File: src/rtl/mem_arb_pkg.sv
// Shared types for the IF/MEM memory port arbiter: FSM state and grant encodings.
package mem_arb_pkg;

    typedef enum logic [1:0] {
        IDLE = 2'd0,
        BUSY = 2'd1,
        DONE = 2'd2
    } state_t;

    typedef enum logic {
        GNT_IF = 1'b0,
        GNT_DM = 1'b1
    } grant_t;

endpackage

File: src/rtl/mem_arb_wait_counter.sv
// Saturating wait-cycle counter; counts enabled cycles and holds at all-ones.
module mem_arb_wait_counter #(
    parameter int CNT_W = 16
) (
    input  logic             clk,
    input  logic             rst,
    input  logic             en,
    output logic [CNT_W-1:0] cnt
);

    always_ff @(posedge clk or posedge rst) begin
        if (rst) begin
            cnt <= '0;
        end else if (en && (cnt != '1)) begin
            cnt <= cnt + 1'b1;
        end
    end

endmodule

File: src/rtl/mem_port_arbiter.sv
// Arbitrates one single-ported memory between instruction fetch and the MEM stage.
// Optional wait-cycle counters are built when ARB_PERF_EN is defined.
module mem_port_arbiter
    import mem_arb_pkg::*;
#(
    parameter int ADDR_W = 32,
    parameter int DATA_W = 32,
    parameter int CNT_W  = 16
) (
    input  logic              clk_i,
    input  logic              rst_i,
    input  logic              if_req_i,
    input  logic [ADDR_W-1:0] if_addr_i,
    output logic [DATA_W-1:0] if_rdata_o,
    output logic              if_ack_o,
    input  logic              dm_req_i,
    input  logic              dm_we_i,
    input  logic [ADDR_W-1:0] dm_addr_i,
    input  logic [DATA_W-1:0] dm_wdata_i,
    output logic [DATA_W-1:0] dm_rdata_o,
    output logic              dm_ack_o,
    output logic              mem_req_o,
    output logic              mem_we_o,
    output logic [ADDR_W-1:0] mem_addr_o,
    output logic [DATA_W-1:0] mem_wdata_o,
    input  logic [DATA_W-1:0] mem_rdata_i,
    input  logic              mem_ack_i,
    output logic              stall_o,
`ifdef ARB_PERF_EN
    output logic [CNT_W-1:0]  if_wait_cnt_o,
    output logic [CNT_W-1:0]  dm_wait_cnt_o,
`endif
    output logic [1:0]        dbg_state_o
);

    // Handshake: each requester holds req until its one-cycle ack; the memory
    // sees mem_req_o held with stable addr/we/wdata until mem_ack_i is sampled.

    state_t state, state_next;
    grant_t grant, grant_next;
    logic   start;
    logic   capture;

    always_ff @(posedge clk_i or posedge rst_i) begin
        if (rst_i) begin
            state <= IDLE;
            grant <= GNT_IF;
        end else begin
            state <= state_next;
            grant <= grant_next;
        end
    end

    // DM wins ties: the MEM stage holds the older instruction.
    always_comb begin
        state_next = state;
        grant_next = grant;
        start      = 1'b0;
        capture    = 1'b0;
        case (state)
            IDLE: begin
                if (dm_req_i) begin
                    grant_next = GNT_DM;
                    start      = 1'b1;
                    state_next = BUSY;
                end else if (if_req_i) begin
                    grant_next = GNT_IF;
                    start      = 1'b1;
                    state_next = BUSY;
                end
            end
            BUSY: begin
                if (mem_ack_i) begin
                    capture    = 1'b1;
                    state_next = DONE;
                end
            end
            DONE: begin
                state_next = IDLE;
            end
            default: begin
                state_next = IDLE;
            end
        endcase
    end

    always_ff @(posedge clk_i or posedge rst_i) begin
        if (rst_i) begin
            mem_we_o    <= 1'b0;
            mem_addr_o  <= '0;
            mem_wdata_o <= '0;
        end else if (start) begin
            if (grant_next == GNT_DM) begin
                mem_we_o    <= dm_we_i;
                mem_addr_o  <= dm_addr_i;
                mem_wdata_o <= dm_wdata_i;
            end else begin
                mem_we_o    <= 1'b0;
                mem_addr_o  <= if_addr_i;
                mem_wdata_o <= '0;
            end
        end
    end

    // Read data is kept after ack until the same port's next completion.
    always_ff @(posedge clk_i or posedge rst_i) begin
        if (rst_i) begin
            if_rdata_o <= '0;
            dm_rdata_o <= '0;
        end else if (capture) begin
            if (grant == GNT_DM) begin
                dm_rdata_o <= mem_rdata_i;
            end else begin
                if_rdata_o <= mem_rdata_i;
            end
        end
    end

    assign mem_req_o   = (state == BUSY);
    assign if_ack_o    = (state == DONE) && (grant == GNT_IF);
    assign dm_ack_o    = (state == DONE) && (grant == GNT_DM);
    assign stall_o     = (if_req_i & ~if_ack_o) | (dm_req_i & ~dm_ack_o);
    assign dbg_state_o = state;

`ifdef ARB_PERF_EN
    mem_arb_wait_counter #(.CNT_W(CNT_W)) u_if_wait (
        .clk (clk_i),
        .rst (rst_i),
        .en  (if_req_i & ~if_ack_o),
        .cnt (if_wait_cnt_o)
    );

    mem_arb_wait_counter #(.CNT_W(CNT_W)) u_dm_wait (
        .clk (clk_i),
        .rst (rst_i),
        .en  (dm_req_i & ~dm_ack_o),
        .cnt (dm_wait_cnt_o)
    );
`endif

endmodule

File: config.mk
export PLATFORM = sky130hd
export DESIGN_NAME = mem_port_arbiter
export DESIGN_NICKNAME = d
export VERILOG_FILES = /design/src/rtl/mem_arb_pkg.sv /design/src/rtl/mem_arb_wait_counter.sv /design/src/rtl/mem_port_arbiter.sv
export SDC_FILE = /design/constraint.sdc
export NUM_CORES = 1
export LEC_CHECK = 0
export BUFFER_PORTS_ARGS = -buffer_cell sky130_fd_sc_hd__buf_4
export CAP_MARGIN = 20
export CELL_PAD_IN_SITES_DETAIL_PLACEMENT = 1
export CELL_PAD_IN_SITES_GLOBAL_PLACEMENT = 2
export CORE_MARGIN = 3
export CORE_UTILIZATION = 30
export CTS_CLUSTER_DIAMETER = 60
export DETAILED_ROUTE_END_ITERATION = 6
export GPL_TIMING_DRIVEN = 0
export PLACE_DENSITY = 0.92
export SLEW_MARGIN = 20
export SYNTH_ARGS = -nofsm -noshare
export SYNTH_HDL_FRONTEND = slang
export SYNTH_HIERARCHICAL = 1
export SYNTH_SLANG_ARGS = --single-unit
File: constraint.sdc
create_clock -name clk_i -period 10 [get_ports clk_i]
set_input_delay 1.5 -clock clk_i [delete_from_list [all_inputs] [get_ports clk_i]]
set_output_delay 1.5 -clock clk_i [all_outputs]
set_load 0.01 [all_outputs]
==> impl_metrics.yaml <==
final_layout:
  utilization: 0.474
  area_growth_syn_to_layout_pct: 54.1
  drive_gt1_frac: 0.564
  final_nets: 802
  area.sequential_um2: 3300
  multi_input_area_um2: 1840
  finalInstanceArea_um2: 8230
  diodes: 0
  n_fill_cell: 1880
critical_path:
  worst-setup-path-type: "input port to output pin"
  setup.worst_path.end: "stall_o"
  rr_endpoint: "mem_wdata_o[0]$_DFFE_PP0P_"
  worst-r2r-cell-count: 5
  buffering_stage_count_on_the_worst_path_with_inverters_included: 5
  critical_path.top_delay_family: "buffers and inverters"
  r2r_setup_slack_ns: 8.12
  critPathCaptureType: "output pin"
  cp_data_arrival_time_ns: 2.75
  crit_required_ns: 8.50
  crit_fanout: 10
  critical_path.startpoint_type: "input port"
  worst_r2r_startpoint: "dbg_state_o[0]$_DFFE_PP0P_"
  cell_chain_of_the_critical_path: "buf_4 > clkbuf_1 > inv_1 > clkbuf_1 > o22ai_1 > buf_4"
  path_depth: 6
  startpoint: "dm_req_i"
  cpMaxStageDelayCell: "sky130_fd_sc_hd__clkbuf_1"
  crit_path_max_incr_delay_ns: 0.41
place:
  dp_hpwl_mm: 13.8
  placedInstanceArea_um2: 7660
  gp_congestion: 0.821
  io_buffer_count: 267
routing:
  first_pass_iters: 4
  drt_drc_violations_left: 0
  wl_per_cell_um: 20.0
  wl_mm: 18.1
  routed-via-count: 4518
  via_per_inst: 4.99
  dr.first_iter.drc_count: 98
  postRouteAntennaNets: 0
logic_synthesis:
  postSynthRegisterBits: 132
  synth_seq_area_share: 0.619
  syn_area_per_cell_um2: 14.0
  synthMostInstantiatedCell: "sky130_fd_sc_hd__dfrtp_1"
  ys_top_cells_by_count: "sky130_fd_sc_hd__dfrtp_1 (132), sky130_fd_sc_hd__o22ai_1 (47), sky130_fd_sc_hd__mux2_2 (34)"
  synth.top_cell.area_share: 0.619
  postSynth.asyncResetShare: 1.00
  synth_area_leader_cell: "sky130_fd_sc_hd__dfrtp_1"
  synth_cells: 381
  ys.warnings.count: 6
  synth_flop_cell: "sky130_fd_sc_hd__dfrtp_1"
  synth_top_cells_by_area: "sky130_fd_sc_hd__dfrtp_1 (62%), sky130_fd_sc_hd__mux2_4 (8.4%), sky130_fd_sc_hd__mux2_2 (7.2%), sky130_fd_sc_hd__o22ai_1 (5.5%), sky130_fd_sc_hd__a22o_1 (5.4%)"
  postSynthNetCount: 515
  edff_count_synth: 0
  synth.cell_area_um2: 5340
  synth.lib_cells_used.distinct: 28
hold_path:
  kind_of_path_behind_the_tightest_hold_check: "flop to flop"
  hold_path_depth: 1
global_routing:
  grt_use_total: 0.183
  grt_pass1_wl_mm: 28.4
  largest_net_degree_at_the_start_of_global_routing: 83
  grt_antenna_before_repair: 0
  first_global_vias: 5081
  overall_overflow_remaining_after_global_route: 0
pwr:
  fin_total_pwr_mw: 2.81
  leakagePower_nw: 3.98
  cellPowerDensity_nw_per_um2: 342
  vdd_ir_drop_max_uv: 146
timing:
  min_period_ns: 4.25
  slew_headroom: 0.628
  finalSetupTns_ns: 0
  hold_viol_final: 0
  grt_setup_unrepaired: "no"
  post-route-period-util: 0.425
  timing.final.max_slew_violations: 0
  setup_viol: 0
  fin_skew_ns: 0.00798
  fin_worst_hold_slack_ns: 0.502
  max_slew.worst_pin.slew_ns: 0.556
  max_freq_mhz: 235
floorplan:
  die-height_um: 139
  ioPinCount: 269
  starting_density: 0.308
  core.rowCount: 48
  horizontal_die_dimension_um: 139
  design.die.area_um2: 19400
  placeable_core_region_um2: 17400
cts:
  clk_transition_reported_paths_ns: 0.06
  postCtsResizedCells: 0
  cts-root-buf: "sky130_fd_sc_hd__clkbuf_16"
  cts_buffer_depth: 2
  tritoncts_num_sinks: 132
  tritoncts: "done"
  worstSkewPairLatency_ns: 0.41
  cts_inserted_buffers: 17
  cts_htree_levels: 4
  cts_setup_buffers: 0
  cts.hold.buffers_added: 0
job:
  cap_violations: 0
run_status:
  outcome: "finished clean"
[power by group]
part | switching [mW] | total [mW] | leakage (nW) | internal, mW
Sequential | 0.182 | 0.988 | 1.59 | 0.806
Combinational | 0.551 | 1.23 | 2.12 | 0.679
Clock | 0.244 | 0.597 | 0.264 | 0.353
Total | 0.976 | 2.81 | 3.98 | 1.84
[cell type report]
class / count / share of cell area
Sequential cell: 132 / 0.401
Timing Repair Buffer: 268 / 0.247
Multi-Input combinational cell: 212 / 0.224
Clock buffer: 20 / 0.0543
Tap cell: 225 / 0.0342
Buffer: 33 / 0.0219
Clock inverter: 12 / 0.0147
Inverter: 4 / 0.00274
[worst min path at each step]
stage	from	end	slack, ns
after CTS	mem_addr_o[4]$_DFFE_PP0P_	mem_addr_o[4]$_DFFE_PP0P_	0.50
after floorplan	mem_addr_o[0]$_DFFE_PP0P_	mem_addr_o[0]$_DFFE_PP0P_	0.52
after detailed placement	mem_wdata_o[27]$_DFFE_PP0P_	mem_wdata_o[27]$_DFFE_PP0P_	0.48
after global routing	if_rdata_o[0]$_DFFE_PP0P_	if_rdata_o[0]$_DFFE_PP0P_	0.53
after global placement	mem_addr_o[3]$_DFFE_PP0P_	mem_addr_o[3]$_DFFE_PP0P_	0.48
final	mem_wdata_o[27]$_DFFE_PP0P_	mem_wdata_o[27]$_DFFE_PP0P_	0.50
[stage by stage]
step           worst slack, ns  instances
2_1_floorplan             4.97        381
3_3_place_gp              3.63        873
3_5_place_dp              5.78        874
4_1_cts                   5.77        906
5_1_grt                   5.63        906
6_report                  5.75        906
[placed cells by master, fill, tap and decap left out, types with 2 or more instances in the layout]
| master | count |
|---|---|
| sky130_fd_sc_hd__a22oi_1 | 3 |
| sky130_fd_sc_hd__mux2_2 | 34 |
| sky130_fd_sc_hd__clkinvlp_4 | 4 |
| sky130_fd_sc_hd__or3b_1 | 2 |
| sky130_fd_sc_hd__a31oi_1 | 6 |
| sky130_fd_sc_hd__dfrtp_1 | 132 |
| sky130_fd_sc_hd__inv_1 | 3 |
| sky130_fd_sc_hd__clkbuf_1 | 18 |
| sky130_fd_sc_hd__nand2_1 | 6 |
| sky130_fd_sc_hd__a21oi_1 | 23 |
| sky130_fd_sc_hd__clkbuf_16 | 17 |
| sky130_fd_sc_hd__buf_4 | 271 |
| sky130_fd_sc_hd__buf_2 | 9 |
| sky130_fd_sc_hd__o21ai_0 | 4 |
| sky130_fd_sc_hd__and2_1 | 6 |
| sky130_fd_sc_hd__o2bb2ai_1 | 6 |
| sky130_fd_sc_hd__o22ai_1 | 47 |
| sky130_fd_sc_hd__mux2_4 | 30 |
| sky130_fd_sc_hd__buf_6 | 4 |
| sky130_fd_sc_hd__clkinv_4 | 3 |
| sky130_fd_sc_hd__a2bb2oi_1 | 3 |
| sky130_fd_sc_hd__a22o_1 | 33 |
| sky130_fd_sc_hd__inv_6 | 4 |
[routing by layer]
layer	global-route usage	vias up	routed length (um)
li1	-	2010	-
met1	0.216	2290	7250
met2	0.316	183	9240
met3	0.0495	35	1080
met4	0.0762	0	512
met5	0	-	0
[logic make-up after synthesis]
group,synth area share
AND/OR/NAND/NOR,0.0274
buffers and inverters,0.0365
flip-flops,0.619
AO/OA/AOI/OAI,0.161
multiplexers,0.156
[registers in the layout, indices dropped and copies added, names as in the netlist, named ones only]
| register | cells |
|---|---|
| dbg_state_o | 2 |
| dm_rdata_o | 32 |
| if_rdata_o | 32 |
| mem_addr_o | 32 |
| mem_wdata_o | 32 |
| mem_we_o | 1 |
(Power assumes the default switching activity.)
